--- config.mk ---
export PLATFORM = sky130hd
export DESIGN_NAME = contador_ctrl_flat
export DESIGN_NICKNAME = d
export VERILOG_FILES = /design/src/rtl/contador_ctrl_if.sv /design/src/rtl/contador_ctrl.sv /design/src/flat_wrapper.sv
export SDC_FILE = /design/constraint.sdc
export NUM_CORES = 1
export LEC_CHECK = 0
export BUFFER_PORTS_ARGS = -buffer_cell sky130_fd_sc_hd__buf_2
export CAP_MARGIN = 20
export CORE_MARGIN = 2
export CORE_UTILIZATION = 50
export CTS_CLUSTER_DIAMETER = 120
export DETAILED_ROUTE_END_ITERATION = 12
export GPL_ROUTABILITY_DRIVEN = 0
export PLACE_DENSITY = 0.75
export SYNTH_ARGS = -nofsm -noshare
export SYNTH_HDL_FRONTEND = slang
export SYNTH_SLANG_ARGS = --single-unit
--- constraint.sdc ---
create_clock -name clock -period 1.5 [get_ports clock]
set_input_delay 0.3 -clock clock [delete_from_list [all_inputs] [get_ports clock]]
set_output_delay 0.3 -clock clock [all_outputs]
set_load 0.005 [all_outputs]
--- src/rtl/contador_ctrl_if.sv ---
// contador_ctrl_if -- control/status bundle between contador_ctrl and its user.
//   start, stop      : run request / abort request
//   dir, target      : run direction (0 up, 1 down) and terminal count
//   contador         : value fed back from the controlled 3-bit counter
//   chaves           : counter mode (00 up, 01 down, 10 clear, 11 hold)
//   tick             : one-cycle count enable
//   busy, done       : run in progress / one-cycle completion pulse
// master drives requests and the counter feedback; slave is the controller.
interface contador_ctrl_if;
    logic       start;
    logic       stop;
    logic       dir;
    logic [2:0] target;
    logic [2:0] contador;
    logic [1:0] chaves;
    logic       tick;
    logic       busy;
    logic       done;

    modport master (
        output start, stop, dir, target, contador,
        input  chaves, tick, busy, done
    );

    modport slave (
        input  start, stop, dir, target, contador,
        output chaves, tick, busy, done
    );
endinterface

--- src/rtl/contador_ctrl.sv ---
// contador_ctrl -- run controller for an external 3-bit up/down counter.
// Ports:
//   clock    : system clock, all state on the rising edge
//   reset_n  : synchronous active-low reset
//   bus      : contador_ctrl_if.slave (start/stop/dir/target/contador in,
//              chaves/tick/busy/done out)
// A run clears the counter, then issues one tick every PRESCALE cycles in
// the latched direction until the counter reads the latched target.
module contador_ctrl #(
    parameter int unsigned PRESCALE = 4
) (
    input  logic             clock,
    input  logic             reset_n,
    contador_ctrl_if.slave   bus
);

    typedef enum logic [1:0] {
        IDLE  = 2'd0,
        CLEAR = 2'd1,
        RUN   = 2'd2,
        DONE  = 2'd3
    } state_t;

    localparam logic [7:0] PRESC_MAX = 8'(PRESCALE - 1);

    state_t     state_q, state_d;
    logic [7:0] presc_q, presc_d;
    logic       dir_q, dir_d;
    logic [2:0] target_q, target_d;

    logic [1:0] chaves;
    logic       tick;
    logic       busy;
    logic       done;

    always_ff @(posedge clock) begin
        if (!reset_n) begin
            state_q  <= IDLE;
            presc_q  <= '0;
            dir_q    <= 1'b0;
            target_q <= '0;
        end else begin
            state_q  <= state_d;
            presc_q  <= presc_d;
            dir_q    <= dir_d;
            target_q <= target_d;
        end
    end

    always_comb begin
        state_d  = state_q;
        presc_d  = '0;
        dir_d    = dir_q;
        target_d = target_q;
        chaves   = 2'b11;
        tick     = 1'b0;
        busy     = 1'b0;
        done     = 1'b0;

        unique case (state_q)
            IDLE: begin
                if (bus.start && !bus.stop) begin
                    dir_d    = bus.dir;
                    target_d = bus.target;
                    state_d  = CLEAR;
                end
            end

            CLEAR: begin
                chaves  = 2'b10;
                busy    = 1'b1;
                state_d = bus.stop ? IDLE : RUN;
            end

            RUN: begin
                chaves = {1'b0, dir_q};
                busy   = 1'b1;
                // Priority: stop, then target match, then prescaler.
                // The prescaler only advances while the run continues,
                // so it is zero again on the first cycle of the next run.
                if (bus.stop) begin
                    state_d = IDLE;
                end else if (bus.contador == target_q) begin
                    state_d = DONE;
                end else begin
                    tick    = (presc_q == PRESC_MAX);
                    presc_d = (presc_q == PRESC_MAX) ? '0 : presc_q + 8'd1;
                end
            end

            DONE: begin
                done    = 1'b1;
                state_d = IDLE;
            end

            default: state_d = IDLE;
        endcase
    end

    assign bus.chaves = chaves;
    assign bus.tick   = tick;
    assign bus.busy   = busy;
    assign bus.done   = done;

endmodule

--- src/flat_wrapper.sv ---
// flat-port wrapper written by rule: the top's interface ports become plain ports
module contador_ctrl_flat 
#(
    parameter int unsigned PRESCALE = 4
)
  (clock, reset_n, bus_start, bus_stop, bus_dir, bus_target, bus_contador, bus_chaves, bus_tick, bus_busy, bus_done);
  contador_ctrl_if bus_i ();
  input  logic clock;
  input  logic reset_n;
  input wire logic [$bits(bus_i.start)-1:0] bus_start;
  input wire logic [$bits(bus_i.stop)-1:0] bus_stop;
  input wire logic [$bits(bus_i.dir)-1:0] bus_dir;
  input wire logic [$bits(bus_i.target)-1:0] bus_target;
  input wire logic [$bits(bus_i.contador)-1:0] bus_contador;
  output wire logic [$bits(bus_i.chaves)-1:0] bus_chaves;
  output wire logic [$bits(bus_i.tick)-1:0] bus_tick;
  output wire logic [$bits(bus_i.busy)-1:0] bus_busy;
  output wire logic [$bits(bus_i.done)-1:0] bus_done;
  assign bus_i.start = bus_start;
  assign bus_i.stop = bus_stop;
  assign bus_i.dir = bus_dir;
  assign bus_i.target = bus_target;
  assign bus_i.contador = bus_contador;
  assign bus_chaves = bus_i.chaves;
  assign bus_tick = bus_i.tick;
  assign bus_busy = bus_i.busy;
  assign bus_done = bus_i.done;
  contador_ctrl #(.PRESCALE(PRESCALE)) u_core (.clock(clock), .reset_n(reset_n), .bus(bus_i));
endmodule
==> summary.md <==
| Metric | Value |
|---|---|
| Status | finished with violations |
| Failing checks | negative setup slack |
| Total Wirelength | 1430 µm |
| Floorplan Core Area | 0.00132 mm² |
| Clock Tree Root | clkbuf_4 |
| Tot Pwr | 0.780 mW |
| Final Hold Fails | 0 |
| Fin Clk Skew | 0.0109 ns |
| Pin count of the biggest net entering global routing | 9 |
| Main combinational cell family by area after synthesis | simple AND/OR/NAND/NOR gates |
| Initial Utilization | 54.1% |
| DP HPWL | 1030 µm |
| IR drop worst, VDD | 0.000693 V |
| Simple-Gate Fraction of Synth Area | 20.4% |
| Critical Path End Type | output port |
| Number of fill cells in the layout | 111 |
| Clock Latency Late Sink | 0.28 ns |
| Worst Path Arrival | 1.36 ns |
| First drt pass iteration count | 4 |
| 1st-iter DRT viols | 9 |
| Primary FF master, synth | dfxtp_1 |
| CTS Buf Count | 3 |
| Layout cells sized above 1 | 35.0% |
| First-pass GRT wire length | 2350 µm |
| Boundary Pins | 16 |
| Mapped Cells | 76 |
| N_diodes | 0 |
| Compound-Gate Fraction of Synth Area | 5.44% |
| Synthesized flop and latch total | 14 |
| Total GRT Usage | 17.9% |
| CP Class | reg2out |
| Setup ws final | -0.161 ns |
| Clock tree sinks | 14 |
| Unrepaired setup endpoints after global routing | yes |
| Adder-cell area share of the yosys netlist | 12.3% |
| XOR/XNOR Fraction of Synth Area | 11.1% |
| Post-synth EDFFs | 0 |
| Tmin final | 1.66 ns |
| Vias in the first global route | 570 |
| Most common cell after layout, fill and taps aside | buf_2 |
| Die height | 41.8 µm |
| Fmax achieved | 0.602 GHz |
| Pwr/cell area | 813 mW/mm² |
| Sequential share of the synthesized area | 39.3% |
| Row count | 13 |
| Critical Path RT | 1.20 ns |
| Slew Limit Fails | 0 |
| Setup Viol. Count Final | 2 |
| Post-synth ARST share | 0% |
| Slew @ Worst Pin | 0.320 ns |
| Post-Synthesis Cell Area | 713 µm² |
| Slew headroom | 78.5% |
| Crit Path Max Fanout | 2 |
| CTS Buffer Depth | 2 |
| CTS tree | done |
| Max Cap Viol | 0 |
| DIE AREA | 0.00174 mm² |
| Port buffer count | 15 |
| Most frequent cells in the layout | buf_2, dfxtp_1, nor2_1, xor2_1, buf_4 |
| Routed Antenna Nets | 0 |
| Netlist cell types | 19 |
| Layout area overhead | 34.6% |
| Period utilization | 111% |
| Final Instance Area | 960 µm² |
| Syn Nets | 94 |
| Syn_area_per_cell | 9.38 µm² |
| Post-synthesis mux area share | 8.42% |
| Initial antenna violation count | 0 |
| Startpoint Class | register |
| Routed via count | 606 |
| Placed Area | 860 µm² |
| Pleak | 0.442 nW |
| Drt wl/cell | 12.1 µm |
| Final nets | 122 |
| DRC violations left | 0 |
| YS warnings | 0 |
| Total congestion overflow | 0 |
| Htree depth | 1 |
| HP Class | in2reg |
| Via density | 5.14 |
| Clock transition at path regs | 0.09 ns |
| Die X | 41.8 µm |
==> worst paths after layout <==
kind	slack, ns	endpoint	start	cells past startpoint
max	-0.16	bus_tick	u_core.state_q[0]	6
min	0.28	u_core.target_q[0]	bus_target[0]	3
max reg2reg	0.08	u_core.state_q[1]	u_core.state_q[0]	7
min reg2reg	0.54	u_core.presc_q[0]	u_core.presc_q[0]	2
==> Yosys cell counts (2+ instances only) <==
library cell	count	area (µm²)
dfxtp_1	14	280
mux2i_1	6	60.1
xor2_1	8	70.1
nor2b_1	4	25.0
nand3_1	7	35.0
inv_1	6	22.5
nand2_1	2	7.51
and3_1	3	18.8
ha_1	7	87.6
nor2_1	10	37.5
==> final cells by class <==
type                            count  area [µm²]  area share, %
Timing Repair Buffer               23         139           14.5
Tap cell                           15        18.8           1.96
Multi-Input combinational cell     56         458           47.7
Inverter                            6        25.0           2.61
Sequential cell                    14         283           29.5
Clock buffer                        4        36.3           3.78
==> power breakdown <==
part / switching (mW) / internal, mW / leakage [nW] / total (mW)
Sequential: 0.00730 / 0.383 / 0.114 / 0.391
Clock: 0.118 / 0.148 / 0.0210 / 0.265
Combinational: 0.0607 / 0.0635 / 0.307 / 0.124
Total: 0.186 / 0.594 / 0.442 / 0.780
==> critical path, stage by stage, from the launching register on <==
cell and delay, ns:
dfxtp_2 0.34, inv_2 0.05, ha_4 0.15, and2b_1 0.16, o31a_1 0.12, and3_1 0.15, buf_2 0.12
==> routing by layer <==
metal | part of all wire (%) | GRT usage [%] | wire length, µm
met5 | 0 | 0 | 0
met4 | 0 | 3.87 | 0
met3 | 4.6 | 7.83 | 66
met2 | 50 | 30.3 | 716
met1 | 45 | 20.7 | 644
==> timing repair <==
item                       4_1_cts  5_1_grt
setup endpoints to repair        3       12
setup buffers                    2        1
hold buffers                     0        0
pin swaps                        1        0
resized for setup               11        3
==> cells by family after synthesis <==
family	Yosys count
multiplexers	6
flip-flops	14
adder cells (fa/ha/maj)	7
AO/OA/AOI/OAI	5
XOR/XNOR	9
buffers and inverters	6
AND/OR/NAND/NOR	29
==> sequential cells by signal, summed over array words and instances, names as in the netlist <==
register / cells
u_core.state_q: 2
u_core.dir_q: 1
u_core.target_q: 3
u_core.presc_q: 8
==> stage by stage <==
stage	cells	util (%)	worst slack (ns)	TNS, ns	hold WS, ns
final	118	72.8	-0.161	-0.166	0.276
after global routing	118	72.8	-0.246	-0.397	0.266
after global placement	113	65.2	0.0716	0	0.498
after detailed placement	113	65.2	0.0491	0	0.517
after floorplan	76	-	0.100	0	0.428
after CTS	118	71.6	-0.159	-0.171	0.279
No activity file was read; power rests on OpenSTA's default activity.
